<file path="src/rtl/fft_bitrev_loader.sv">
// fft_bitrev_loader: single-buffered frame reorder that fills at bit-reversed
// addresses and drains linearly, giving decimation-in-time order to the FFT core.
module fft_bitrev_loader #(
    parameter int DATA_W = 16,
    parameter int LOG2N  = 4
) (
    input  logic              clk,
    input  logic              reset,
    input  logic              in_valid,
    output logic              in_ready,
    input  logic [DATA_W-1:0] in_re,
    input  logic [DATA_W-1:0] in_im,
    output logic              out_valid,
    input  logic              out_ready,
    output logic [DATA_W-1:0] out_re,
    output logic [DATA_W-1:0] out_im,
    output logic [LOG2N-1:0]  out_idx,
    output logic              out_last,
    output logic              frame_done
);
    localparam int N = 1 << LOG2N;

    typedef enum logic {FILL, DRAIN} state_t;

    state_t              state, state_next;
    logic [LOG2N:0]      wr_cnt, rd_cnt, wr_next, rd_next, wr_inc, rd_inc;
    logic [LOG2N-1:0]    wr_addr;
    logic [2*DATA_W-1:0] mem [N];
    logic                accept, xfer, frame_done_next;

    assign in_ready  = (state == FILL) && !reset;
    assign out_valid = (state == DRAIN);
    assign accept    = in_valid && in_ready;
    assign xfer      = out_valid && out_ready;
    // The carry into the counter MSB marks the final index of the frame.
    assign wr_inc    = wr_cnt + 1'b1;
    assign rd_inc    = rd_cnt + 1'b1;
    assign out_idx   = rd_cnt[LOG2N-1:0];
    assign out_last  = out_valid && rd_inc[LOG2N];
    assign {out_re, out_im} = mem[out_idx];

    always_comb begin
        wr_addr = '0;
        for (int i = 0; i < LOG2N; i++) wr_addr[i] = wr_cnt[LOG2N-1-i];
    end

    always_comb begin
        state_next      = state;
        wr_next         = wr_cnt;
        rd_next         = rd_cnt;
        frame_done_next = 1'b0;
        if (accept) begin
            wr_next    = wr_inc[LOG2N] ? '0 : wr_inc;
            state_next = wr_inc[LOG2N] ? DRAIN : state;
        end
        if (xfer) begin
            rd_next         = out_last ? '0 : rd_inc;
            state_next      = out_last ? FILL : state_next;
            frame_done_next = out_last;
        end
    end

    always_ff @(posedge clk) begin
        if (reset) begin
            state      <= FILL;
            wr_cnt     <= '0;
            rd_cnt     <= '0;
            frame_done <= 1'b0;
        end else begin
            state      <= state_next;
            wr_cnt     <= wr_next;
            rd_cnt     <= rd_next;
            frame_done <= frame_done_next;
        end
    end

    // Sample storage is intentionally not reset.
    always_ff @(posedge clk) begin
        if (accept) mem[wr_addr] <= {in_re, in_im};
    end
endmodule
</file>
<file path="config.mk">
export PLATFORM = sky130hd
export DESIGN_NAME = fft_bitrev_loader
export DESIGN_NICKNAME = d
export VERILOG_FILES = /design/src/rtl/fft_bitrev_loader.sv
export SDC_FILE = /design/constraint.sdc
export NUM_CORES = 1
export LEC_CHECK = 0
export BUFFER_PORTS_ARGS = -buffer_cell sky130_fd_sc_hd__buf_2
export CORE_MARGIN = 3
export CORE_UTILIZATION = 40
export DETAILED_ROUTE_END_ITERATION = 12
export GPL_TIMING_DRIVEN = 0
export SYNTH_ARGS = -nofsm -noshare
export SYNTH_HDL_FRONTEND = slang
export SYNTH_SLANG_ARGS = --single-unit
export TNS_END_PERCENT = 10
</file>
<file path="constraint.sdc">
create_clock -name clk -period 2.5 [get_ports clk]
set_clock_uncertainty 0.1 [all_clocks]
set_input_delay 0.25 -clock clk [delete_from_list [all_inputs] [get_ports clk]]
set_output_delay 0.25 -clock clk [all_outputs]
set_load 0.02 [all_outputs]
</file>
==> metrics.log <==
[metrics] clock tree from TritonCTS: yes
[metrics] number of standard cells after synthesis: 873
[metrics] vias per inst: 5.39
[metrics] Required @ worst endpoint: 2150 ps
[metrics] Worst Hold Class: flop to flop
[metrics] portion of total power attributed to combinational logic: 2.3%
[metrics] fraction of synthesized cell area taken by the top area cell type: 77.4%
[metrics] Final Critical Period: 2790 ps
[metrics] maximum number of pins on one net before global-route repair: 26
[metrics] post-detailed-route count of antenna-violating nets: 0
[metrics] Inserted Clock Buffers: 54
[metrics] type of element launching the critical path: flop
[metrics] die outline width: 229 um
[metrics] top achievable clock speed: 0.359 GHz
[metrics] Detailed Route WL: 44400 um
[metrics] number of filler instances in the final layout: 3997
[metrics] Slew headroom: 58.8%
[metrics] n_diodes: 0
[metrics] leading post-synthesis cells by cell area: sky130_fd_sc_hd__edfxtp_1, sky130_fd_sc_hd__mux4_2, sky130_fd_sc_hd__a22oi_1, sky130_fd_sc_hd__dfxtp_1, sky130_fd_sc_hd__nand2_1
[metrics] wire length per cell: 25.1 um
[metrics] detailed-route via count: 9524
[metrics] Post-Synthesis Net Count: 914
[metrics] number of antenna violations at the first check in global routing: 0
[metrics] overflow left after global routing: 0
[metrics] maximum capacitance violations: 0
[metrics] initial cell density of the core: 40.5%
[metrics] final-report max-slew violation count: 0
[metrics] share of layout cells above drive strength 1: 36.7%
[metrics] floorplan die height: 229 um
[metrics] setup violators final: 32
[metrics] transition time at the pin with the least slew margin: 617 ps
[metrics] total routing resource utilization after global routing: 16.8%
[metrics] worst hold slack after final layout: 386 ps
[metrics] final HPWL from detailed placement: 26200 um
[metrics] count of port buffers added during placement: 75
[metrics] proportion of power drawn by flip-flops and latches: 55.5%
[metrics] final layout net count: 1113
[metrics] endpoints failing hold: 0
[metrics] dominant cell type by area after synthesis: sky130_fd_sc_hd__edfxtp_1
[metrics] cell at the root of the clock tree: sky130_fd_sc_hd__clkbuf_16
[metrics] most used cells in the layout excluding fill and tap cells: sky130_fd_sc_hd__edfxtp_1, sky130_fd_sc_hd__mux4_2, sky130_fd_sc_hd__buf_2
[metrics] Initial DRC Count: 825
[metrics] count of placed standard cells including taps: 1628
[metrics] DIE AREA: 52400 sq um
[metrics] violated checks: setup timing
[metrics] vias in the first global route: 9994
[metrics] net load switching power: 3.38 mW
[metrics] share of the yosys chip area belonging to registers: 78.9%
[metrics] distinct cell type count after synthesis: 30
[metrics] number of standard cells in the layout, taps in and fillers out: 1768
[metrics] number of buffers on the longest clock path: 3
[metrics] internal power consumption: 14.2 mW
[metrics] depth of the CTS H-tree: 2
[metrics] mean post-synth cell area: 22.8 sq um
[metrics] post-route clock period utilization: 111%
[metrics] total leakage power: 7.62 nW
[metrics] leading cell type in the layout, fill and taps excluded: sky130_fd_sc_hd__edfxtp_1
[metrics] number of synthesized register bits: 527
[metrics] Clk network pwr share: 42.1%
[metrics] area post-placement: 21400 sq um
[metrics] Cell Rows: 81
[metrics] element type at the critical path end: primary output
[metrics] setup TNS: -7350 ps
[metrics] Worst IR Drop VDD: 0.426 mV
[metrics] arrival time at the worst endpoint: 2440 ps
[metrics] Synth Cell Area: 19900 sq um
[metrics] IO Count: 76
[metrics] unrepaired setup endpoints after global routing: yes
[metrics] crit-path max FO: 8
[metrics] synth warn: 0
[metrics] Remaining DRCs: 0
[metrics] Layout Area Growth over Synthesis: 22.0%
[metrics] power density over the cells: 725 nW/um^2
[metrics] area inside the core boundary: 49100 sq um
[metrics] latest clock arrival within the worst-skew pair: 580 ps
[metrics] global-route wire length before repair: 64700 um
[metrics] gp weighted congestion: 0.706
[metrics] post-route cell area: 24200 sq um
[metrics] Worst-path clk slew: 60 ps
[metrics] startpoint-to-endpoint class of the critical path: flop to primary output
[metrics] router iterations before antenna repair: 4
[metrics] Net Sw Frac: 19.3%
[metrics] run status: finished with violations
[metrics] worst setup margin: -285 ps
[metrics] clk sinks: 527
-- cells by family after synthesis --
logic type | Yosys count | synth area share, %
buffers and inverters | 52 | 1.36
muxes | 128 | 14.5
adders and majority gates | 5 | 0.315
and+or+nand+nor | 84 | 2.06
DFF | 527 | 78.9
AOI/OAI and AO/OA | 72 | 2.64
xor gates and xnor gates | 5 | 0.220
-- power by group through the flow --
| stage | clock, mW | combinational [mW] | sequential, mW |
|---|---|---|---|
| final | 7.40 | 0.410 | 9.75 |
| after global routing | 7.88 | 0.448 | 9.75 |
| after CTS | 7.56 | 0.410 | 9.75 |
| after detailed placement | 0 | 0.354 | 9.94 |
| after global placement | 0 | 0.330 | 9.94 |
| after floorplan | 0 | 0.140 | 9.94 |
-- sequential cells by signal, summed over array words and instances, names as in the netlist, named ones only --
name,count
mem,512
rd_cnt,5
wr_cnt,4
frame_done,1
out_valid,1
-- synthesized netlist by cell type --
cell type	instances
sky130_fd_sc_hd__and2_1	18
sky130_fd_sc_hd__buf_1	10
sky130_fd_sc_hd__buf_2	3
sky130_fd_sc_hd__inv_1	2
sky130_fd_sc_hd__or3b_2	1
sky130_fd_sc_hd__nand4_1	1
sky130_fd_sc_hd__o21bai_1	1
sky130_fd_sc_hd__edfxtp_1	512
sky130_fd_sc_hd__nand2_1	38
sky130_fd_sc_hd__o21ai_0	1
sky130_fd_sc_hd__and3_1	2
sky130_fd_sc_hd__nor2_1	9
sky130_fd_sc_hd__dfxtp_1	15
sky130_fd_sc_hd__nor3b_1	2
sky130_fd_sc_hd__nand3_1	1
sky130_fd_sc_hd__nor2b_1	3
sky130_fd_sc_hd__xor2_1	4
sky130_fd_sc_hd__nand2b_1	2
sky130_fd_sc_hd__nor3_1	4
sky130_fd_sc_hd__buf_6	2
sky130_fd_sc_hd__ha_1	5
sky130_fd_sc_hd__a21oi_1	5
sky130_fd_sc_hd__clkbuf_1	20
sky130_fd_sc_hd__nor4_1	1
sky130_fd_sc_hd__buf_4	15
sky130_fd_sc_hd__nand3b_1	2
sky130_fd_sc_hd__a22oi_1	64
sky130_fd_sc_hd__xnor2_1	1
sky130_fd_sc_hd__o31ai_1	1
sky130_fd_sc_hd__mux4_2	128
-- path summary, 6_finish.rpt --
| kind | from | cells after the start | slack, ps | to |
|---|---|---|---|---|
| max reg2reg | out_valid | 5 | 190 | mem[10][13] |
| min reg2reg | rd_cnt[4] | 1 | 390 | rd_cnt[4] |
| max | flop | 6 | -290 | out_im[0] |
| min | rd_cnt[4] | 1 | 390 | rd_cnt[4] |
-- timing repair --
item	CTS	global route
pin swaps	24	12
hold buffers	35	0
hold endpoints to repair	517	0
gates cloned	2	8
gates resized for setup	124	36
setup buffers	3	4
endpoints found under the setup margin	32	34
-- layout make-up --
type                       instances  area (sq um)  area share, %
inverter                           2          7.51         0.0310
clock inverter                    21           138          0.568
timing repair buffer             143          1430           5.88
clock buffer                      67          1460           6.04
multi-input combinational        294          4150           17.1
tap                              664           831           3.43
buffer                            50           546           2.25
sequential                       527         15700           64.7
-- metrics by stage --
| step | total power, mW | setup slack [ps] | utilization (%) |
|---|---|---|---|
| 2_1_floorplan | 10.1 | 228 | - |
| 3_3_place_gp | 10.3 | -832 | 43.0 |
| 3_5_place_dp | 10.3 | -251 | 43.7 |
| 4_1_cts | 17.7 | -288 | 48.6 |
| 5_1_grt | 18.1 | -343 | 49.4 |
| 6_report | 17.6 | -285 | 49.4 |
-- critical path, cell delays in order, from the launching register on --
cell and delay (ps):
sky130_fd_sc_hd__dfxtp_4 450, sky130_fd_sc_hd__buf_16 210, sky130_fd_sc_hd__clkbuf_16 180, sky130_fd_sc_hd__mux4_2 490, sky130_fd_sc_hd__a22oi_1 180, sky130_fd_sc_hd__nand2_1 150, sky130_fd_sc_hd__buf_6 170
-- layer usage --
metal,vias up,global-route usage (%),share of wire (%)
li1,4078,-,-
met1,5119,24.1,45
met2,258,27.1,49
met3,69,2.60,4.8
met4,0,4.37,2.0
met5,-,0,0
Power figures use the tool's default switching activity.
